==> config.mk <==
export PLATFORM = sky130hd
export DESIGN_NAME = uart_buffered_tx
export DESIGN_NICKNAME = d
export VERILOG_FILES = /design/src/rtl/uart_pkg.sv /design/src/rtl/uart_sync_fifo.sv /design/src/rtl/uart_buffered_tx.sv
export SDC_FILE = /design/constraint.sdc
export NUM_CORES = 1
export LEC_CHECK = 0
export CAP_MARGIN = 20
export CELL_PAD_IN_SITES_DETAIL_PLACEMENT = 1
export CELL_PAD_IN_SITES_GLOBAL_PLACEMENT = 1
export CORE_UTILIZATION = 48
export DETAILED_ROUTE_END_ITERATION = 8
export PLACE_DENSITY_LB_ADDON = 0.1
export SLEW_MARGIN = 20
export SYNTH_ARGS = -nofsm -noshare
export SYNTH_HDL_FRONTEND = slang
export SYNTH_SLANG_ARGS = --single-unit
==> constraint.sdc <==
create_clock -name Clk -period 2.13 [get_ports Clk]
set_input_delay 0.213 -clock Clk [delete_from_list [all_inputs] [get_ports Clk]]
set_output_delay 0.213 -clock Clk [all_outputs]
set_load 0.1 [all_outputs]
==> src/rtl/uart_pkg.sv <==
// rtl/uart_pkg.sv - shared UART FSM states, line levels and baud divisor helper
package uart_pkg;

  typedef enum logic [2:0] {
    IDLE,
    START,
    DATA,
    PARITY,
    STOP
  } uart_state_e;

  localparam logic LINE_IDLE  = 1'b1;
  localparam logic LINE_START = 1'b0;
  localparam logic LINE_STOP  = 1'b1;

  function automatic int calc_baud_div(input int clk_freq, input int baud);
    return clk_freq / baud;
  endfunction

endpackage

==> src/rtl/uart_sync_fifo.sv <==
// rtl/uart_sync_fifo.sv - single-clock FIFO with registered full/empty/level
module uart_sync_fifo #(
  parameter int WIDTH = 8,
  parameter int DEPTH = 16,
  localparam int AW = $clog2(DEPTH)
) (
  input  logic             clk,
  input  logic             rst_n,
  input  logic             wr_en,
  input  logic [WIDTH-1:0] wr_data,
  input  logic             rd_en,
  output logic [WIDTH-1:0] rd_data,
  output logic             full,
  output logic             empty,
  output logic [AW:0]      level
);

  logic [WIDTH-1:0] mem [DEPTH];
  logic [AW:0]      wr_ptr;
  logic [AW:0]      rd_ptr;
  logic [AW:0]      level_nxt;
  logic             do_wr;
  logic             do_rd;

  // Full/empty are the registered flags, so a same-cycle pop never frees room for a write
  assign do_wr   = wr_en && !full;
  assign do_rd   = rd_en && !empty;
  assign rd_data = mem[rd_ptr[AW-1:0]];

  always_comb begin
    level_nxt = level;
    if (do_wr && !do_rd) begin
      level_nxt = level + 1'b1;
    end else if (!do_wr && do_rd) begin
      level_nxt = level - 1'b1;
    end
  end

  always_ff @(posedge clk) begin
    if (do_wr) begin
      mem[wr_ptr[AW-1:0]] <= wr_data;
    end
  end

  always_ff @(posedge clk or negedge rst_n) begin
    if (!rst_n) begin
      wr_ptr <= '0;
      rd_ptr <= '0;
      level  <= '0;
      full   <= 1'b0;
      empty  <= 1'b1;
    end else begin
      if (do_wr) begin
        wr_ptr <= wr_ptr + 1'b1;
      end
      if (do_rd) begin
        rd_ptr <= rd_ptr + 1'b1;
      end
      level <= level_nxt;
      full  <= (level_nxt == (AW+1)'(DEPTH));
      empty <= (level_nxt == '0);
    end
  end

endmodule

==> src/rtl/uart_buffered_tx.sv <==
// rtl/uart_buffered_tx.sv - FIFO-buffered UART transmitter; define UART_TX_PARITY_EN for a parity bit
module uart_buffered_tx
  import uart_pkg::*;
#(
  parameter int CLK_FREQ   = 50_000_000,
  parameter int BAUD       = 115200,
  parameter int FIFO_DEPTH = 16,
  parameter int STOP_BITS  = 1
`ifdef UART_TX_PARITY_EN
  ,
  parameter bit PARITY_ODD = 1'b0
`endif
) (
  input  logic                         Clk,
  input  logic                         Rst_n,
  input  logic [7:0]                   Data_in,
  input  logic                         Wr_en,
  output logic                         Full,
  output logic                         Empty,
  output logic [$clog2(FIFO_DEPTH):0]  Level,
  output logic                         Overflow,
  output logic                         Busy,
  output logic                         Tx
);

  localparam int BAUD_DIV = calc_baud_div(CLK_FREQ, BAUD);
  localparam int CW       = $clog2(BAUD_DIV);

  uart_state_e   state;
  logic [CW-1:0] baud_cnt;
  logic [7:0]    shreg;
  logic [7:0]    fifo_dout;
  logic [2:0]    bit_idx;
  logic          stop_cnt;
  logic          tick;
  logic          stop_last;
  logic          pop;
`ifdef UART_TX_PARITY_EN
  logic          par_bit;
`endif

  uart_sync_fifo #(
    .WIDTH (8),
    .DEPTH (FIFO_DEPTH)
  ) u_fifo (
    .clk     (Clk),
    .rst_n   (Rst_n),
    .wr_en   (Wr_en),
    .wr_data (Data_in),
    .rd_en   (pop),
    .rd_data (fifo_dout),
    .full    (Full),
    .empty   (Empty),
    .level   (Level)
  );

  assign tick      = (baud_cnt == CW'(BAUD_DIV - 1));
  assign stop_last = (STOP_BITS == 1) || stop_cnt;
  // Popping at the final stop tick lets the next start bit follow with no idle gap
  assign pop       = !Empty && ((state == IDLE) || (state == STOP && tick && stop_last));

  always_ff @(posedge Clk or negedge Rst_n) begin
    if (!Rst_n) begin
      state    <= IDLE;
      Tx       <= LINE_IDLE;
      Busy     <= 1'b0;
      Overflow <= 1'b0;
      baud_cnt <= '0;
      bit_idx  <= '0;
      stop_cnt <= 1'b0;
      shreg    <= '0;
`ifdef UART_TX_PARITY_EN
      par_bit  <= 1'b0;
`endif
    end else begin
      Overflow <= Wr_en && Full;

      if (state == IDLE || tick) begin
        baud_cnt <= '0;
      end else begin
        baud_cnt <= baud_cnt + 1'b1;
      end

      case (state)
        START: begin
          if (tick) begin
            state   <= DATA;
            Tx      <= shreg[0];
            shreg   <= {1'b0, shreg[7:1]};
            bit_idx <= '0;
          end
        end
        DATA: begin
          if (tick) begin
            if (bit_idx == 3'd7) begin
`ifdef UART_TX_PARITY_EN
              state    <= PARITY;
              Tx       <= par_bit;
`else
              state    <= STOP;
              Tx       <= LINE_STOP;
              stop_cnt <= 1'b0;
`endif
            end else begin
              bit_idx <= bit_idx + 1'b1;
              Tx      <= shreg[0];
              shreg   <= {1'b0, shreg[7:1]};
            end
          end
        end
`ifdef UART_TX_PARITY_EN
        PARITY: begin
          if (tick) begin
            state    <= STOP;
            Tx       <= LINE_STOP;
            stop_cnt <= 1'b0;
          end
        end
`endif
        STOP: begin
          if (tick) begin
            if (stop_last) begin
              state <= IDLE;
              Tx    <= LINE_IDLE;
              Busy  <= 1'b0;
            end else begin
              stop_cnt <= 1'b1;
            end
          end
        end
        default: begin
          state <= IDLE;
          Tx    <= LINE_IDLE;
          Busy  <= 1'b0;
        end
      endcase

      if (pop) begin
        state   <= START;
        Tx      <= LINE_START;
        Busy    <= 1'b1;
        shreg   <= fifo_dout;
`ifdef UART_TX_PARITY_EN
        par_bit <= (^fifo_dout) ^ PARITY_ODD;
`endif
      end
    end
  end

endmodule

==> impl_metrics.json, run 1 <==
{
  "fillers": 1310,
  "drc": 0,
  "clock_latency_ns": 0.42,
  "clockRootBuffer": "clkbuf_16",
  "tightest_slew_ns": 0.7046,
  "h-tree-depth": 4,
  "synthFlopType": "edfxtp_1",
  "r2r_cells": 7,
  "swShare_pct": 29.53,
  "power_density_mw_per_mm2": 989.4,
  "arrival_ns": 2.38,
  "die_y_um": 123.5,
  "cts_tree": "done",
  "ys_seq_elements": 169,
  "rows": 44,
  "dp.cells": 656,
  "drive_gt1_share_pct": 29.45,
  "cp.required_ns": 2.46,
  "dpl.hpwl_um": 10480,
  "port_buffers": 20,
  "fmax_ghz": 0.4880,
  "cts_buffer_depth": 2,
  "min_period_ns": 2.049,
  "status": "finished, final reports clean",
  "clock-skew-final_ns": 0.006763,
  "startpoint": "baud_cnt[3]",
  "clkTransAtPathRegs_ns": 0.06,
  "critPathLaunchType": "register",
  "layoutNonFillerInstCount": 690,
  "synth_cell_types": 49,
  "yosysWarnings": 0,
  "setup.worst_path.class": "reg2reg",
  "nets": 516,
  "hp-class": "in2async",
  "drt_first_iter_violations": 228,
  "cts.sinks": 169,
  "worstReg2RegStart": "baud_cnt[3]",
  "cp_num_cells": 7,
  "finalHoldViolations": 0,
  "syn_avg_cell_area_um2": 16.84,
  "grt_antenna_before_repair": 0,
  "first_pass_iters": 4,
  "cp-end-kind": "register",
  "seqPwrFrac_pct": 49.0,
  "cts_made_buffers": 17,
  "yosysSeqAreaShare_pct": 68.73,
  "post-route-period-util_pct": 96.20,
  "die_x_um": 123.5,
  "cap_violations": 0,
  "p_int_mw": 5.903,
  "critPathMaxFanout": 4,
  "coreArea_mm2": 0.01448,
  "critical_path.top_delay_family": "simple AND/OR/NAND/NOR gates",
  "dieArea_mm2": 0.01526,
  "diodes": 0,
  "final_cell_mix": "edfxtp_1, buf_4, dfrtp_1",
  "crit_chain": "or4b_4, o21ai_4, nand3_2, buf_4, mux2i_1, a32oi_2, nor4_2",
  "async_flop_share_pct": 24.26,
  "synth_area_mm2": 0.007089,
  "io-pin-count": 21,
  "syn-num-nets": 443,
  "p_clk_share_pct": 32.6,
  "cp_slowest_cell": "or4b_4",
  "synth-edff-count": 128,
  "routed_wl_um": 15210,
  "finalMaxSlewViolations": 0,
  "ant_nets": 0,
  "slowest_delay_ns": 0.58,
  "max_slew_margin_pct": 52.74,
  "cp_num_buf_inv": 1,
  "start_util_pct": 48.96,
  "syn_to_final_growth_pct": 19.43,
  "overflow": 0,
  "layout_commonest_cell": "edfxtp_1",
  "grt_usage_pct": 22.14,
  "utilization_pct": 58.48,
  "place.gp.congestion": 0.7550,
  "p_leak_nw": 3.014,
  "area.sequential_mm2": 0.004877,
  "grt_pass1_vias": 4123,
  "syn_inst": 421,
  "grt_pass1_wl_um": 23560,
  "via_per_inst": 5.575,
  "switchingPower_mw": 2.474,
  "max-vdd-ir-drop_v": 0.0007110,
  "ff2ff_setup_slack_ns": 0.08,
  "multiInputGateArea_mm2": 0.002156,
  "wl_per_cell_um": 22.04,
  "pwr-share-comb_pct": 18.4,
  "grt_max_degree": 30,
  "setup_violations": 0,
  "via_count": 3847
}
==> path summary, 6_finish.rpt <==
| kind | to |
|---|---|
| max reg2reg | u_fifo.empty |
| min in group Clk | Overflow |
| max in group asynchronous | baud_cnt[2] |
| min reg2reg | bit_idx[0] |
| min | u_fifo.full |
| max | u_fifo.empty |
==> worst reg2reg max path, delay by kind of cell, from the launching register on <==
kind | cells | cell delay [ns]
AND/OR/NAND/NOR | 3 | 0.98
flip-flops | 1 | 0.38
AO/OA/AOI/OAI | 2 | 0.30
buffers and inverters | 1 | 0.16
multiplexers | 1 | 0.15
==> metrics by stage <==
step | TNS, ns | setup slack, ns | area, um2 | hold WS (ns) | power, mW
6_report | 0 | 0.08097 | 8467 | 0.3578 | 8.377
5_1_grt | -0.02044 | -0.01524 | 8467 | 0.4168 | 8.700
4_1_cts | 0 | 0.004666 | 8413 | 0.3728 | 8.438
3_5_place_dp | 0 | 0.02747 | 7893 | 0.2861 | 5.701
3_3_place_gp | 0 | 0.08925 | 7893 | 0.2744 | 5.642
2_1_floorplan | 0 | 0.004576 | 7097 | -0.08259 | 5.119
==> per-layer routing <==
layer	track usage (%)	vias to the layer above	wire length (um)
met4	6.702	0	156
met3	5.166	13	494
met5	0	-	0
met1	28.66	2022	6832
met2	37.08	55	7726
li1	-	1757	-
==> synth_stat cells, types with 2 or more instances <==
master	count	area, um2
mux4_2	33	743.2
nor2_1	22	82.58
xnor2_1	12	105.1
or3_1	3	18.77
mux2i_1	16	160.2
nand3_1	11	55.05
nor2b_1	2	12.51
nand4_1	4	25.02
mux2_2	7	78.83
and3_1	2	12.51
dfstp_2	2	52.55
o21ai_1	9	45.04
edfxtp_1	128	3844
o21ai_0	10	50.05
and2_1	18	112.6
ha_1	11	137.6
nor3b_1	3	22.52
dfrtp_1	39	975.9
a21oi_1	5	25.02
inv_1	6	22.52
buf_2	5	25.02
clkbuf_1	12	45.04
nor3_1	2	10.01
xor2_1	4	35.03
o211ai_1	8	60.06
nand2_1	24	90.09
==> registers in the layout (all words and copies together) (netlist names) <==
| register | count |
|---|---|
| u_fifo.mem | 128 |
| baud_cnt | 9 |
| shreg | 8 |
| u_fifo.level | 5 |
| u_fifo.rd_ptr | 4 |
| u_fifo.wr_ptr | 4 |
| bit_idx | 3 |
| state | 3 |
| Busy | 1 |
| Overflow | 1 |
| Tx | 1 |
| u_fifo.empty | 1 |
| u_fifo.full | 1 |
==> cell families after synthesis <==
| logic type | count (synthesis) | synth area share (%) |
|---|---|---|
| compound gates | 41 | 4.042 |
| xor+xnor | 17 | 2.206 |
| flops | 169 | 68.73 |
| mux | 56 | 13.85 |
| fa+ha+maj | 11 | 1.941 |
| simple gates | 102 | 7.766 |
| buf+inv | 25 | 1.465 |
==> area by class of cell <==
type                    count  share of cell area (%)
multi-input cells         227                   25.46
well taps                 184                   2.719
inverters                   6                  0.2660
flip-flops and latches    169                   57.60
clock buffers              18                   5.069
clock inverters            13                  0.9605
repair buffers             73                   7.921
==> what timing repair did <==
item | in CTS | in global routing
resized for setup | 0 | 6
buffers inserted | 0 | 2
setup endpoints to repair | 0 | 3
hold buffers | 1 | 0
hold endpoints to repair | 26 | 0
==> power groups by stage <==
stage                     Clock, mW  Sequential (mW)  Combinational, mW
final                          2.73             4.11               1.54
after floorplan                   0             4.54              0.579
after detailed placement          0             4.17               1.53
after global placement            0             4.15               1.50
after global routing           2.91             4.14               1.64
after CTS                      2.79             4.11               1.54
(Power assumes the default switching activity.)
==> run 2: changes to the inputs <==
- CORE_MARGIN: unset -> 2
- SETUP_SLACK_MARGIN: unset -> 0.02
==> impl_metrics.json, run 2 (synthesis results as in run 1) <==
{
  "grt_use_met2_pct": 36.69,
  "cp_slowest_cell": "or4b_4",
  "largest_reg_flops": 128,
  "drc": 0,
  "critPathLaunchType": "register",
  "post-route-period-util_pct": 99.44,
  "port_buffers": 20,
  "max-vdd-ir-drop_v": 0.0005730,
  "top_usage_layer": "met2",
  "clkTransAtPathRegs_ns": 0.07,
  "ant_nets": 0,
  "rows": 44,
  "finalPower_mw": 8.677,
  "rsz0062_at_grt": "true",
  "diodes": 0,
  "critPathMaxFanout": 4,
  "r2r_cells": 6,
  "grt_usage_pct": 21.42,
  "p_leak_nw": 3.072,
  "arrival_ns": 2.44,
  "drive_gt1_share_pct": 30.51,
  "start_util_pct": 48.96,
  "utilization_pct": 59.68,
  "area.sequential_mm2": 0.004880,
  "cp-end-kind": "register",
  "grt_max_degree": 24,
  "die_x_um": 125.5,
  "setup_violations": 0,
  "hp-class": "in2async",
  "wl_per_cell_um": 22.16,
  "cts_made_buffers": 17,
  "ff2ff_setup_slack_ns": 0.01,
  "cts_buffer_depth": 2,
  "cts.sinks": 169,
  "min_period_ns": 2.118,
  "io-pin-count": 21,
  "clock-skew-final_ns": 0.01481,
  "cap_violations": 0,
  "syn_to_final_growth_pct": 21.88,
  "h-tree-depth": 4,
  "place.gp.congestion": 0.7646,
  "use_met1_pct": 27.34,
  "dp.cells": 649,
  "clock_latency_ns": 0.43,
  "dieArea_mm2": 0.01576,
  "cts_tree": "done",
  "worstReg2RegStart": "baud_cnt[3]",
  "via_count": 3871,
  "crit_chain": "or4b_4, o21a_4, nor3_4, a2bb2oi_4, xnor2_2, nor4b_2",
  "slowest_delay_ns": 0.58,
  "fillers": 1318,
  "cp.required_ns": 2.46,
  "fmax_ghz": 0.4721,
  "first_pass_iters": 4,
  "routed_wl_um": 15330,
  "worstReg2RegEnd": "u_fifo.full",
  "die_y_um": 125.5,
  "via_per_inst": 5.594,
  "multiInputGateArea_mm2": 0.002157,
  "clockRootBuffer": "clkbuf_16",
  "layoutNonFillerInstCount": 692,
  "coreArea_mm2": 0.01448,
  "tightest_slew_ns": 0.6943,
  "dpl.hpwl_um": 10330,
  "status": "finished, final reports clean",
  "grt_antenna_before_repair": 0,
  "setup.worst_path.class": "reg2reg",
  "nets": 517,
  "max_slew_margin_pct": 53.44,
  "layout_commonest_cell": "edfxtp_1",
  "grt_pass1_wl_um": 24760,
  "finalMaxSlewViolations": 0,
  "final_cell_mix": "edfxtp_1, buf_4, dfrtp_1",
  "finalHoldViolations": 0,
  "grt_pass1_vias": 4314,
  "overflow": 0,
  "use_met3_pct": 3.937,
  "fin_hold_ws_ns": 0.1997,
  "power_density_mw_per_mm2": 1004,
  "drt_first_iter_violations": 179
}
[run 2: worst max-delay path: cells and delay by family (launching register included)]
kind / cells / cell delay (ns)
DFF: 1 / 0.38
xor gates and xnor gates: 1 / 0.17
AOI/OAI and AO/OA: 2 / 0.35
and+or+nand+nor: 3 / 1.13
[run 2: where the power goes]
| part | switching [mW] | internal (mW) | leakage, nW |
|---|---|---|---|
| Sequential | 0.210 | 3.91 | 1.66 |
| Combinational | 1.07 | 0.634 | 1.15 |
| Clock | 1.33 | 1.52 | 0.266 |
[run 2: routing by layer]
metal | wire, um | vias to the layer above
met4 | 279 | 0
met5 | 0 | -
li1 | - | 1767
met1 | 6517 | 2011
met2 | 8041 | 72
met3 | 495 | 21
[run 2: through the flow]
stage | TNS (ns) | setup slack, ns | cell area [um2]
floorplan | 0 | 0.02906 | 7099
global placement | 0 | 0.06624 | 7968
detailed placement | -0.05831 | -0.05831 | 7968
CTS | 0 | 0.004507 | 8596
global route | -0.08994 | -0.07934 | 8641
finish | 0 | 0.01192 | 8641
[run 2: layout make-up]
cell class | instances | share of cell area, %
multi-input cells | 227 | 24.96
well taps | 184 | 2.664
flip-flops and latches | 169 | 56.47
repair buffers | 74 | 9.340
clock buffers | 18 | 4.967
inverters | 6 | 0.2606
clock inverters | 14 | 1.332
[run 2: repair_timing]
action,4_1_cts,5_1_grt
gates resized for setup,6,1
hold buffers,1,0
hold endpoints to repair,21,0
setup buffers,5,5
endpoints found under the setup margin,2,8
pin swaps,6,9
[run 2: worst max-delay path by stage]
stage,start,endpoint,depth (start not counted)
global route,baud_cnt[3],u_fifo.full,6
finish,baud_cnt[3],u_fifo.full,6
detailed placement,baud_cnt[3],u_fifo.full,7
floorplan,u_fifo.rd_ptr[0],shreg[0],6
global placement,baud_cnt[3],u_fifo.empty,6
CTS,baud_cnt[2],u_fifo.full,7
